## src/rtl/uart_rx_fifo_if.sv

```systemverilog
// Handshake bundle between the UART receiver / host logic and the receive FIFO.
// The master side drives receiver strobes and pop/clear requests; the slave
// side (the FIFO) drives the head byte, occupancy and error status.
interface uart_rx_fifo_if #(
    parameter int DEPTH = 16
);
    localparam int CW = $clog2(DEPTH) + 1;

    logic          rx_rdy;
    logic          rx_ferr;
    logic [7:0]    rx_data;
    logic          rd_en;
    logic          clr_err;
    logic [7:0]    dout;
    logic          empty;
    logic          full;
    logic [CW-1:0] count;
    logic          overrun;
    logic [7:0]    ferr_cnt;

    modport master (
        output rx_rdy, rx_ferr, rx_data, rd_en, clr_err,
        input  dout, empty, full, count, overrun, ferr_cnt
    );

    modport slave (
        input  rx_rdy, rx_ferr, rx_data, rd_en, clr_err,
        output dout, empty, full, count, overrun, ferr_cnt
    );
endinterface

```

## src/rtl/uart_rx_fifo.sv

```systemverilog
// Receive-side FWFT byte buffer behind the UART receiver. Good bytes are
// queued, framing-error bytes are discarded and counted (saturating), and good
// bytes arriving while full are dropped and flagged by a sticky overrun bit.
module uart_rx_fifo #(
    parameter int DEPTH = 16
) (
    input logic           clk,
    input logic           reset,
    uart_rx_fifo_if.slave bus
);
    localparam int AW = $clog2(DEPTH);
    localparam int CW = AW + 1;

    logic [7:0]    mem_q [DEPTH];
    logic [AW-1:0] wr_ptr_q, wr_ptr_d;
    logic [AW-1:0] rd_ptr_q, rd_ptr_d;
    logic [CW-1:0] count_q, count_d;
    logic          empty_q, empty_d;
    logic          full_q, full_d;
    logic          overrun_q, overrun_d;
    logic [7:0]    ferr_cnt_q, ferr_cnt_d;
    logic          rdy_q;

    logic rx_evt;
    logic pop;
    logic slot_free;
    logic wr;
    logic ovr_evt;
    logic ferr_evt;

    // Rising edge of rx_rdy: a held level yields a single event, with no added latency.
    assign rx_evt    = bus.rx_rdy & ~rdy_q;
    assign pop       = bus.rd_en & ~empty_q;
    // A full FIFO still has room when the head byte leaves in the same cycle.
    assign slot_free = (count_q != CW'(DEPTH)) | pop;
    assign wr        = rx_evt & ~bus.rx_ferr & slot_free;
    assign ovr_evt   = rx_evt & ~bus.rx_ferr & ~slot_free;
    assign ferr_evt  = rx_evt & bus.rx_ferr;

    // Next-state for pointers, occupancy and error status.
    always_comb begin
        // NOTE: every output of this block gets a default first so no latch is inferred.
        wr_ptr_d   = wr_ptr_q;
        rd_ptr_d   = rd_ptr_q;
        count_d    = count_q;
        overrun_d  = overrun_q;
        ferr_cnt_d = ferr_cnt_q;

        if (wr)  wr_ptr_d = wr_ptr_q + AW'(1);
        if (pop) rd_ptr_d = rd_ptr_q + AW'(1);

        if (wr && !pop)      count_d = count_q + CW'(1);
        else if (pop && !wr) count_d = count_q - CW'(1);

        // Clear first, then let a same-cycle event override it.
        if (bus.clr_err) begin
            overrun_d  = 1'b0;
            ferr_cnt_d = 8'h00;
        end
        if (ovr_evt) overrun_d = 1'b1;
        if (ferr_evt && (ferr_cnt_d != 8'hFF)) ferr_cnt_d = ferr_cnt_d + 8'd1;

        empty_d = (count_d == '0);
        full_d  = (count_d == CW'(DEPTH));
    end

    // Control and status registers with synchronous reset.
    always_ff @(posedge clk) begin
        // NOTE: sequential state uses non-blocking assignments so every register samples pre-edge values.
        if (reset) begin
            wr_ptr_q   <= '0;
            rd_ptr_q   <= '0;
            count_q    <= '0;
            empty_q    <= 1'b1;
            full_q     <= 1'b0;
            overrun_q  <= 1'b0;
            ferr_cnt_q <= 8'h00;
            rdy_q      <= 1'b0;
        end else begin
            wr_ptr_q   <= wr_ptr_d;
            rd_ptr_q   <= rd_ptr_d;
            count_q    <= count_d;
            empty_q    <= empty_d;
            full_q     <= full_d;
            overrun_q  <= overrun_d;
            ferr_cnt_q <= ferr_cnt_d;
            rdy_q      <= bus.rx_rdy;
        end
    end

    // Byte storage written on accepted receives.
    always_ff @(posedge clk) begin
        // NOTE: storage is deliberately not reset; the empty flag masks stale contents.
        if (wr) mem_q[wr_ptr_q] <= bus.rx_data;
    end

    assign bus.dout     = empty_q ? 8'h00 : mem_q[rd_ptr_q];
    assign bus.empty    = empty_q;
    assign bus.full     = full_q;
    assign bus.count    = count_q;
    assign bus.overrun  = overrun_q;
    assign bus.ferr_cnt = ferr_cnt_q;
endmodule
```

## src/flat_wrapper.sv

```systemverilog
// flat-port wrapper written by rule: the top's interface ports become plain ports
module uart_rx_fifo_flat 
#(
    parameter int DEPTH = 16
)
  (clk, reset, bus_rx_rdy, bus_rx_ferr, bus_rx_data, bus_rd_en, bus_clr_err, bus_dout, bus_empty, bus_full, bus_count, bus_overrun, bus_ferr_cnt);
  uart_rx_fifo_if #(.DEPTH(DEPTH)) bus_i ();
  input logic clk;
  input logic reset;
  input wire logic [$bits(bus_i.rx_rdy)-1:0] bus_rx_rdy;
  input wire logic [$bits(bus_i.rx_ferr)-1:0] bus_rx_ferr;
  input wire logic [$bits(bus_i.rx_data)-1:0] bus_rx_data;
  input wire logic [$bits(bus_i.rd_en)-1:0] bus_rd_en;
  input wire logic [$bits(bus_i.clr_err)-1:0] bus_clr_err;
  output wire logic [$bits(bus_i.dout)-1:0] bus_dout;
  output wire logic [$bits(bus_i.empty)-1:0] bus_empty;
  output wire logic [$bits(bus_i.full)-1:0] bus_full;
  output wire logic [$bits(bus_i.count)-1:0] bus_count;
  output wire logic [$bits(bus_i.overrun)-1:0] bus_overrun;
  output wire logic [$bits(bus_i.ferr_cnt)-1:0] bus_ferr_cnt;
  assign bus_i.rx_rdy = bus_rx_rdy;
  assign bus_i.rx_ferr = bus_rx_ferr;
  assign bus_i.rx_data = bus_rx_data;
  assign bus_i.rd_en = bus_rd_en;
  assign bus_i.clr_err = bus_clr_err;
  assign bus_dout = bus_i.dout;
  assign bus_empty = bus_i.empty;
  assign bus_full = bus_i.full;
  assign bus_count = bus_i.count;
  assign bus_overrun = bus_i.overrun;
  assign bus_ferr_cnt = bus_i.ferr_cnt;
  uart_rx_fifo #(.DEPTH(DEPTH)) u_core (.clk(clk), .reset(reset), .bus(bus_i));
endmodule
```

## config.mk

```make
export PLATFORM = sky130hd
export DESIGN_NAME = uart_rx_fifo_flat
export DESIGN_NICKNAME = d
export VERILOG_FILES = /design/src/rtl/uart_rx_fifo_if.sv /design/src/rtl/uart_rx_fifo.sv /design/src/flat_wrapper.sv
export SDC_FILE = /design/constraint.sdc
export NUM_CORES = 1
export LEC_CHECK = 0
export CORE_MARGIN = 2
export CORE_UTILIZATION = 50
export DETAILED_ROUTE_END_ITERATION = 7
export GPL_ROUTABILITY_DRIVEN = 0
export HOLD_SLACK_MARGIN = 0.1
export PLACE_DENSITY = 0.69
export RECOVER_POWER = 100
export SLEW_MARGIN = 0
export SYNTH_ARGS = -nofsm -noshare
export SYNTH_HDL_FRONTEND = slang
export SYNTH_SLANG_ARGS = --single-unit
```

## constraint.sdc

```tcl
create_clock -name clk -period 2.48 [get_ports clk]
set_input_delay 0.248 -clock clk [delete_from_list [all_inputs] [get_ports clk]]
set_output_delay 0.248 -clock clk [all_outputs]
set_load 0.01 [all_outputs]
```

==> summary.md, run 1 <==
| Metric | Value |
|---|---|
| Tightest Pin Transition | 0.5644 ns |
| Register area share after synthesis | 0.6799 |
| # rows | 41 |
| Share of the synthesized area in the top cell type | 0.5907 |
| Chip width | roughly 120 µm |
| Reg2reg end | u_core.mem_q[2][2]$_DFFE_PP_ |
| Crit-path max cell delay | around 0.53 ns |
| RSZ-0062 raised after global routing | yes |
| Top cells by count, synth | edfxtp_1 (128), dfxtp_1 (29), mux4_1 (22), nor2_1 (20), mux4_2 (18) |
| Cell breakdown of the critical path | buf_6 -> buf_16 -> mux4_2 -> mux4_2 -> nor2b_4 -> buf_6 |
| Syn Std Cell Area | 6507 µm² |
| EDFF count, synth | between 100 and 150 |
| Final Cycle Share | 1.049 |
| Top-count cell post-synth | edfxtp_1 |
| CTS tree | built |
| Crit path depth | 6 |
| Die Y | between 100 and 150 µm |
| Hold depth | 2 |
| Flop-to-flop setup slack | roughly 0.16 ns |
| Critical Path Sink | bus_dout[5] |
| Outcome | finished with violations |
| Global Route Usage Sum | 0.2093 |
| Core footprint | ~13,000 µm² |
| Largest delay share family, worst path | multiplexers |
| Worst r2r src | u_core.bus.count[1]$_SDFF_PP0_ |
| Mapped Cells | 357 |
| CP max stage cell | mux4_2 |
| Fillers | ~940 |
| Max-slew violation count | 0 |
| Max-Cap Viols | 0 |
| Post-DP Area | 7388 µm² |
| Startpoint types | flop |
| Final Hold Fails | 0 |
| Minimum clock period | roughly 2.6 ns |
| Critical path endpoint category | primary output |
| Fmax | ~380 MHz |
| Initial antenna violation count | 0 |
| Worst reg2reg path depth | 7 |
| Final cell count without fillers | between 600 and 700 |
| Slew headroom | 0.6225 |
| Vias per cell | ~5.6 |
| Flops & latches, synth | roughly 160 |
| # IOs | 38 |
| Async SR Flop Fraction | 0 |
| DRC errors left | 0 |
| Largest net degree at the start of global routing | 33 |
| TritonCTS Buffers | 17 |
| TNS Setup | -0.6546 ns |
| CTS max path bufs | 2 |
| Worst hold path class | flop to flop |
| Yosys cell types | 50 |
| Net Count, Synth | ~380 |
| Post-route ant nets | 0 |
| Max Clock Skew | about 0.0092 ns |
| First-pass iteration count of the detailed router | 4 |
| DRT Wirelength | about 14,000 µm |
| Share of layout cells above drive strength 1 | 0.2691 |
| Critical Path AT | approximately 2.4 ns |
| Dpl cells | just under 600 |
| Critical Path RT | ~2.2 ns |
| CP Max Fanout | 6 |
| Dpl hpwl | ~8500 µm |
| Worst setup margin | -0.1218 ns |
| Root buffer cell | clkbuf_16 |
| Ranking of synthesized cells by area | edfxtp_1 (59%), dfxtp_1 (8.9%), mux4_1 (8.9%) |
| Finished Cell Area | around 8000 µm² |
| Die area | about 14,000 µm² |
| Endpoints failing setup | 8 |
| Mean Syn Cell Area | ~18 µm² |
| Worst Path Buf+Inv | 3 |
| Cell area power density | just over 800 nW/µm² |
| Skew-Pair Late Insertion Delay | around 0.42 ns |
| Area added between synthesis and finish | 21.32% |
| Peak VDD IR | around 0.44 mV |
| GR Overflow Total | 0 |
| Clk sink count | 157 |
| Worst-path clk slew | roughly 0.060 ns |
| Routed WL per cell | 21.69 µm |
| Failing checks | setup timing |
| Post-synth top area cell | edfxtp_1 |
| CTS H-tree depth | 4 |
| First-pass GRT wire length | approximately 21,000 µm |
| Diodes inserted | 0 |
| Layout Nets | about 470 |
| Via count | approximately 3.5k |
| Kind of critical path | flop to primary output |
| Starting Density | 0.5136 |
| Leak Pwr | roughly 2.7 nW |
| Place WS | -0.03019 ns |
| Final Util | 0.6231 |
| Iter 0 DRT Violations | 276 |
| I/O Buffers | 37 |
| Vias in the first global route | roughly 3.7k |
| Synth Flop Type | edfxtp_1 |
| Syn. warnings | 0 |
[cell usage in the layout, fill, tap and decap left out, types with 4 or more instances in the layout]
cell	Yosys	routed
dlygate4sd3_1	0	24
a21oi_1	5	5
and2_0	0	8
buf_6	6	8
and2_1	13	5
clkbuf_16	0	17
buf_4	0	20
mux4_2	18	40
nor2b_1	12	10
inv_1	5	5
nand2_1	7	7
clkinv_1	0	4
xor2_1	8	8
dfxtp_1	29	28
and4_1	6	6
nor2b_4	2	4
ha_1	8	8
clkinv_2	0	4
nand4_1	7	7
clkbuf_1	7	11
buf_2	2	8
clkbuf_2	0	9
clkdlybuf4s50_1	0	5
nor2_1	20	20
edfxtp_1	128	128
xnor2_1	6	6
nor3_1	5	5
[metal layers]
layer | global-route usage | vias to the layer above | share of wire
met2 | 0.3414 | 123 | 0.51
met4 | 0.07229 | 0 | 0.012
li1 | - | 1598 | -
met1 | 0.2682 | 1797 | 0.42
met5 | 0 | - | 0
met3 | 0.06250 | 14 | 0.060
[final cells by class]
type	instances	area [µm²]	share of cell area
Multi-Input combinational cell	176	1883	0.2385
Clock buffer	20	436.7	0.05531
Inverter	5	18.77	0.002377
Timing Repair Buffer	88	788.3	0.09984
Clock inverter	11	125.1	0.01585
Tap cell	172	215.2	0.02726
Sequential cell	157	4428	0.5609
[worst reg2reg max path: stages (launching register included)]
cell	delay, ns
dfxtp_1	0.39
inv_1	0.11
ha_1	0.24
and4bb_1	0.25
a21oi_1	0.31
nor3b_2	0.30
and2_1	0.22
buf_4	0.20
[flip-flops by register name (all words and copies together) (netlist names), named ones only]
register and cells:
u_core.bus.empty 1, u_core.mem_q 128, u_core.bus.ferr_cnt 8, u_core.bus.overrun 1
u_core.rdy_q 1, u_core.rd_ptr_q 4, u_core.bus.full 1, u_core.wr_ptr_q 4
u_core.bus.count 5
[power breakdown]
part	total (mW)	internal, mW	switching [mW]
sequential	2.97	2.91	0.0562
clock	2.49	1.55	0.937
combinational	1.09	0.598	0.487
[kinds of logic (layout without fill, tap and decap cells)]
logic type / count (synthesis) / after routing / share of synthesized area
buffers and inverters: 24 / 124 / 0.02115
adder cells (fa/ha/maj): 8 / 8 / 0.01538
multiplexers: 41 / 41 / 0.1527
AND/OR/NAND/NOR: 96 / 96 / 0.09383
AO/OA/AOI/OAI: 17 / 17 / 0.01827
flip-flops: 157 / 157 / 0.6799
XOR/XNOR: 14 / 14 / 0.01884
[through the flow]
| step | power [mW] | hold slack, ns |
|---|---|---|
| after CTS | 6.610 | 0.5064 |
| after global placement | 3.959 | 0.4881 |
| after detailed placement | 3.979 | 0.4960 |
| final | 6.543 | 0.5018 |
| after global routing | 6.795 | 0.5341 |
| after floorplan | 3.635 | 0.3469 |
[worst min path at each step]
stage                                           end                       startpoint  slack, ns
global placement    u_core.rd_ptr_q[1]$_SDFFE_PP0N_  u_core.rd_ptr_q[1]$_SDFFE_PP0N_       0.49
global route                u_core.rdy_q$_SDFF_PP0_                       bus_rx_rdy       0.53
finish              u_core.bus.overrun$_SDFFE_PP0P_  u_core.bus.overrun$_SDFFE_PP0P_       0.50
CTS                 u_core.rd_ptr_q[1]$_SDFFE_PP0N_  u_core.rd_ptr_q[1]$_SDFFE_PP0N_       0.51
detailed placement  u_core.bus.overrun$_SDFFE_PP0P_  u_core.bus.overrun$_SDFFE_PP0P_       0.50
floorplan              u_core.mem_q[0][0]$_DFFE_PP_                   bus_rx_data[0]       0.35
[repair_timing]
action                     CTS  global route
setup endpoints to repair    8            44
gates cloned                 3             0
setup buffers                3             1
hold buffers                 0             0
resized for setup           69             5
pin swaps                    0             0
hold endpoints to repair     0             0
(Power assumes the default switching activity.)
==> inputs of run 2 (changes only) <==
--- a/config.mk
+++ b/config.mk
@@ -7,3 +7,2 @@
 export LEC_CHECK = 0
-export CORE_MARGIN = 2
 export CORE_UTILIZATION = 50
--- a/constraint.sdc
+++ b/constraint.sdc
@@ -3,2 +3,2 @@
 set_output_delay 0.248 -clock clk [all_outputs]
-set_load 0.01 [all_outputs]
+set_load 0.02 [all_outputs]
==> run 2 against run 1 <==
  * The flow still finishes with violations (setup timing)
  * Highest routed layer unchanged
  * Hold slack improved by 0.015 ns
  * Largest cell class unchanged
  * Clock-buffer cell count decreased by 1
  * Core utilization decreased by 0.39 points
  * Final area decreased by 0.62%
  * Critical path type unchanged
  * Global-route usage decreased by 0.33 points
  * Cell count decreased by 1.3%
  * Sequential share of layout area increased by 0.35 points
==> summary.md, run 2 (synthesis results as in run 1) <==
| Metric | Value |
|---|---|
| Outcome | finished with violations |
| Failing checks | setup timing |
| Slew headroom | 0.6374 |
| Vias per cell | approximately 5.5 |
| Layout Nets | between 400 and 500 |
| First-pass iteration count of the detailed router | 4 |
| I/O Buffers | 37 |
| Dpl hpwl | approximately 8000 µm |
| Chip width | approximately 120 µm |
| Worst r2r src | u_core.bus.count[1]$_SDFF_PP0_ |
| Die Y | between 100 and 150 µm |
| Leak Pwr | around 2.7 nW |
| Critical Path AT | roughly 2.3 ns |
| Kind of critical path | flop to primary output |
| Max-slew violation count | 0 |
| RSZ-0062 raised after global routing | yes |
| Critical path endpoint category | primary output |
| Startpoint types | flop |
| Largest net degree at the start of global routing | 33 |
| Global Route Usage Sum | 0.2060 |
| Die area | approximately 13,000 µm² |
| First-pass GRT wire length | 19,500 µm |
| Cell repeated most along the worst path | mux4_2 |
| GR Overflow Total | 0 |
| Peak VDD IR | between 0.4 and 0.5 mV |
| Max Clock Skew | about 0.023 ns |
| Via count | ~3.4k |
| Flop-to-flop setup slack | roughly 0.02 ns |
| # rows | slightly above 40 |
| CTS H-tree depth | 4 |
| Hold depth | 2 |
| Final Cycle Share | 1.035 |
| Critical Path RT | between 2 and 2.5 ns |
| Diodes inserted | 0 |
| Starting Density | 0.5136 |
| Vias in the first global route | 3,476 |
| Clk sink count | 157 |
| Commonest non-fill, non-tap cell in the layout | edfxtp_1 |
| Cell breakdown of the critical path | buf_8 -> mux4_2 -> mux4_2 -> nor2b_4 -> buf_6 |
| Final Hold Fails | 0 |
| Reg2reg end | u_core.mem_q[3][4]$_DFFE_PP_ |
| Skew-Pair Late Insertion Delay | 0.43 ns |
| Worst hold path class | flop to flop |
| Initial antenna violation count | 0 |
| Share of layout cells above drive strength 1 | 0.2606 |
| Cell area power density | just over 800 nW/µm² |
| Dpl cells | between 500 and 600 |
| DRT Wirelength | approximately 13,000 µm |
| Area added between synthesis and finish | 20.57% |
| Finished Cell Area | around 8000 µm² |
| CP Max Fanout | 6 |
| DRC errors left | 0 |
| Iter 0 DRT Violations | roughly 220 |
| CTS max path bufs | 2 |
| Fmax | 389.5 MHz |
| Crit-path max cell delay | about 0.51 ns |
| Tightest Pin Transition | 0.5421 ns |
| Place WS | -0.09206 ns |
| Max reg flops | 128 |
| Core footprint | around 13,000 µm² |
| Most flop-heavy register | u_core.mem_q |
| Minimum clock period | between 2 and 3 ns |
| Root buffer cell | clkbuf_16 |
| Post-route ant nets | 0 |
| CTS tree | built |
| Max-Cap Viols | 0 |
| Multi-input combinational cell area | approximately 1900 µm² |
| Final cell count without fillers | 621 |
| Endpoints failing setup | 8 |
| TNS Setup | -0.4815 ns |
| Worst setup margin | -0.08711 ns |
| Post-DP Area | ~7400 µm² |
| Most frequent cells in the layout | edfxtp_1 (128), mux4_2 (40), dfxtp_1 (28) |
| CP max stage cell | mux4_2 |
| Total power | approximately 6.4 mW |
| FF+latch area | roughly 4400 µm² |
| Hold Crit Endpoint | u_core.bus.overrun$_SDFFE_PP0P_ |
| Hold Startpoint | u_core.bus.overrun$_SDFFE_PP0P_ |
| TritonCTS Buffers | 17 |
| # IOs | 38 |
| Routed WL per cell | about 20 µm |
| Hold Buf Count CTS | 0 |
| Fillers | around 960 |
| Worst reg2reg path depth | 9 |
| Worst-path clk slew | around 0.060 ns |
| WHS | 0.5168 ns |
| Final Util | 0.6192 |
[run 2: cell count changes in the layout (fill, tap and decap cells not counted), sizes merged]
cell | previous run | this run
clkbuf | 37 | 32
buf | 42 | 37
clkinvlp | 0 | 4
bufinv | 3 | 1
[run 2: worst max path at each step]
stage | from | endpoint
2_1_floorplan | u_core.bus.count[0]$_SDFF_PP0_ | u_core.mem_q[7][0]$_DFFE_PP_
3_3_place_gp | flop | bus_dout[6]
3_5_place_dp | flop | bus_dout[1]
4_1_cts | flop | bus_dout[4]
5_1_grt | flop | bus_dout[1]
6_report | flop | bus_dout[1]
[run 2: layout make-up]
| cell class | count | area share |
|---|---|---|
| Clock buffer | 19 | 0.05517 |
| Clock inverter | 13 | 0.01292 |
| Inverter | 5 | 0.002392 |
| Multi-Input combinational cell | 176 | 0.2394 |
| Sequential cell | 157 | 0.5643 |
| Tap cell | 172 | 0.02743 |
| Timing Repair Buffer | 79 | 0.09839 |
[run 2: routing by layer]
metal,global-route usage,up-vias,routed length [µm]
li1,-,1582,-
met1,0.2748,1734,5528
met2,0.3266,106,6329
met3,0.05126,11,635
met4,0.08291,0,123
met5,0,-,0
[run 2: report_power, final]
| group | internal [mW] | total [mW] | switching (mW) |
|---|---|---|---|
| Combinational | 0.562 | 1.07 | 0.505 |
| Sequential | 2.91 | 2.98 | 0.0652 |
| Clock | 1.36 | 2.33 | 0.967 |
| Total | 4.83 | 6.37 | 1.54 |
[run 2: worst max-delay path, delay by kind of cell, from the launching register on]
family                 cells  cell delay [ns]
muxes                      2             1.02
and+or+nand+nor            1             0.15
DFF                        1             0.43
buffers and inverters      2             0.29
[run 2: repair_timing]
| item | CTS | global route |
|---|---|---|
| resized for setup | 61 | 16 |
| setup buffers | 1 | 0 |
| setup endpoints to repair | 8 | 8 |
| endpoints found under the hold margin | 0 | 0 |
| gates cloned | 1 | 0 |
| pin swaps | 0 | 0 |
==> inputs of run 3 (changes only) <==
Settings changed: CORE_UTILIZATION 50 to 59, PLACE_DENSITY 0.69 to 0.79.
==> run 3 against run 2 <==
  * The run still ends with setup timing left
  * Sequential power about the same
  * Non-clock buffer count unchanged
  * Sequential cell count unchanged
  * Total power increased by 5.5%
  * Register-to-register slack got worse by 0.21 ns
  * Combinational power about the same
  * Clock skew decreased by 0.015 ns
  * Clock-buffer cell count unchanged
  * Setup slack got worse by 0.15 ns
  * Routed wire length increased by 21%
  * Final area increased by 0.67%
  * Critical endpoint is now bus_dout[7]
  * Largest cell class unchanged
  * Highest routed layer unchanged
==> summary.md, run 3 (synthesis results as in run 1) <==
| Metric | Value |
|---|---|
| Vias per cell | around 6.4 |
| Highest routing layer actually used | met4 |
| Cell Int Power | between 5 and 6 mW |
| Max Clock Skew | 0.008233 ns |
| GR Overflow Total | 0 |
| RSZ-0062 raised after global routing | yes |
| CP Max Fanout | 9 |
| Clk network pwr share | 0.397 |
| Diodes inserted | 0 |
| Power share of the sequential group | 0.444 |
| Critical path endpoint category | primary output |
| First-pass GRT wire length | 22,910 µm |
| Critical Path RT | about 2.2 ns |
| Wire length on met2 | between 7000 and 8000 µm |
| Largest net degree at the start of global routing | 33 |
| Vias in the first global route | 3,823 |
| Fmax | 368.6 MHz |
| CTS H-tree depth | 4 |
| Via count | between 3k and 4k |
| Crit-path max cell delay | between 0.5 and 0.6 ns |
| CP max stage cell | mux4_2 |
| Chip width | between 100 and 150 µm |
| # rows | 37 |
| Final cell count without fillers | around 590 |
| Global Route Usage Sum | 0.2928 |
| Minimum clock period | between 2 and 3 ns |
| Hold Buf Count CTS | 0 |
| Clk sink count | roughly 160 |
| Layout Nets | 458 |
| DR WL met3 | approximately 1300 µm |
| TritonCTS Buffers | 17 |
| Cell breakdown of the critical path | buf_12 -> mux4_2 -> mux4_2 -> nor2b_4 -> buf_6 |
| TNS Setup | -12.91 ns |
| Max-Cap Viols | 0 |
| I/O Buffers | 37 |
| CTS max path bufs | 2 |
| Area added between synthesis and finish | 21.38% |
| Most flop-heavy register | u_core.mem_q |
| Dpl hpwl | between 8000 and 9000 µm |
| Dpl cells | 548 |
| Most frequent cells in the layout | edfxtp_1 (128), mux4_2 (36), dfxtp_1 (28), buf_4 (28), dlygate4sd3_1 (24) |
| Startpoint types | flop |
| Tightest Pin Transition | 0.7322 ns |
| Sw Pwr | roughly 1.7 mW |
| Slew headroom | 0.5103 |
| Die Y | approximately 110 µm |
| Worst hold path class | input pin to flop |
| Endpoints failing setup | 98 |
| Final Hold Fails | 0 |
| # IOs | 38 |
| M1 WL | 5675 µm |
| Sw Ratio | 0.2559 |
| Core footprint | 10,510 µm² |
| Cell repeated most along the worst path | mux4_2 |
| Worst-path clk slew | roughly 0.07 ns |
| Critical Path AT | approximately 2.5 ns |
| Failing checks | setup timing |
| DRT Wirelength | 15,310 µm |
| Initial antenna violation count | 0 |
| Max-slew violation count | 0 |
| Kind of critical path | flop to primary output |
| Max reg flops | between 100 and 150 |
| Iter 0 DRT Violations | a little over 400 |
| Final Cycle Share | 1.094 |
| CTS tree | built |
| Routed WL per cell | 26.16 µm |
| Share of layout cells above drive strength 1 | 0.2650 |
| Post-route ant nets | 0 |
| Peak VDD IR | about 0.52 mV |
| Final Util | 0.7516 |
| First-pass iteration count of the detailed router | 6 |
| Combinational fraction of design power | 0.159 |
| Commonest non-fill, non-tap cell in the layout | edfxtp_1 |
| Worst setup margin | -0.2332 ns |
| Root buffer cell | clkbuf_8 |
| Total power | around 6.7 mW |
| Leak Pwr | around 2.7 nW |
| Die area | between 10,000 and 15,000 µm² |
| Starting Density | 0.6192 |
| Cell area power density | about 850 nW/µm² |
| DRC errors left | 0 |
| Outcome | finished with violations |
| Skew-Pair Late Insertion Delay | between 0.5 and 0.6 ns |
[run 3: cell count changes in the layout (fill, tap and decap cells not counted), sizes merged]
cell / delta
buf: +9
bufinv: +2
clkbuf: -9
clkinv: -7
clkinvlp: -1
inv: +6
[run 3: critical path, delay by kind of cell (launching register included)]
| kind | cells | cell delay [ns] |
|---|---|---|
| muxes | 2 | 1.09 |
| DFF | 1 | 0.41 |
| buffers and inverters | 2 | 0.29 |
| and+or+nand+nor | 1 | 0.16 |
[run 3: what timing repair did]
item                                    CTS  global route
endpoints found under the setup margin    8           104
gates resized for setup                  57            10
cloned                                    1             0
buffers inserted                          1             4
pin swaps                                 0             0
[run 3: layout make-up]
type | instances | area, µm²
Multi-Input combinational cell | 176 | 1884
Clock buffer | 19 | 421.7
Fill cell | 602 | 2610
Sequential cell | 157 | 4428
Tap cell | 136 | 170.2
Inverter | 5 | 18.77
Clock inverter | 13 | 178.9
Timing Repair Buffer | 79 | 797.0
[run 3: per-stage QoR]
step | hold slack (ns) | setup slack [ns] | instance area (µm²)
global placement | 0.4751 | -0.1394 | 7321
global route | 0.3615 | -0.3490 | 7899
floorplan | 0.3469 | 0.1540 | 6507
detailed placement | 0.5052 | -0.1453 | 7321
CTS | 0.3374 | -0.3059 | 7924
finish | 0.3533 | -0.2332 | 7899
[run 3: power by group through the flow]
stage / registers (mW) / logic (mW) / clock network (mW)
after CTS: 2.98 / 1.09 / 2.67
after floorplan: 3.05 / 0.641 / 0
after global routing: 2.99 / 1.13 / 2.81
final: 2.98 / 1.07 / 2.67
after global placement: 3.02 / 0.967 / 0
after detailed placement: 3.03 / 1.01 / 0
[run 3: worst paths after layout]
path	to	slack, ns	cells past startpoint	from
max	bus_dout[7]	-0.23	5	flop
min	u_core.rdy_q$_SDFF_PP0_	0.35	2	bus_rx_rdy
max reg2reg	u_core.mem_q[7][6]$_DFFE_PP_	-0.19	9	u_core.bus.count[0]$_SDFF_PP0_
min reg2reg	u_core.bus.overrun$_SDFFE_PP0P_	0.52	2	u_core.bus.overrun$_SDFFE_PP0P_
[run 3: routing by layer]
layer | vias to the layer above | GRT usage
li1 | 1579 | -
met1 | 1876 | 0.3528
met2 | 228 | 0.4820
met3 | 47 | 0.08997
met4 | 0 | 0.1419
met5 | - | 0
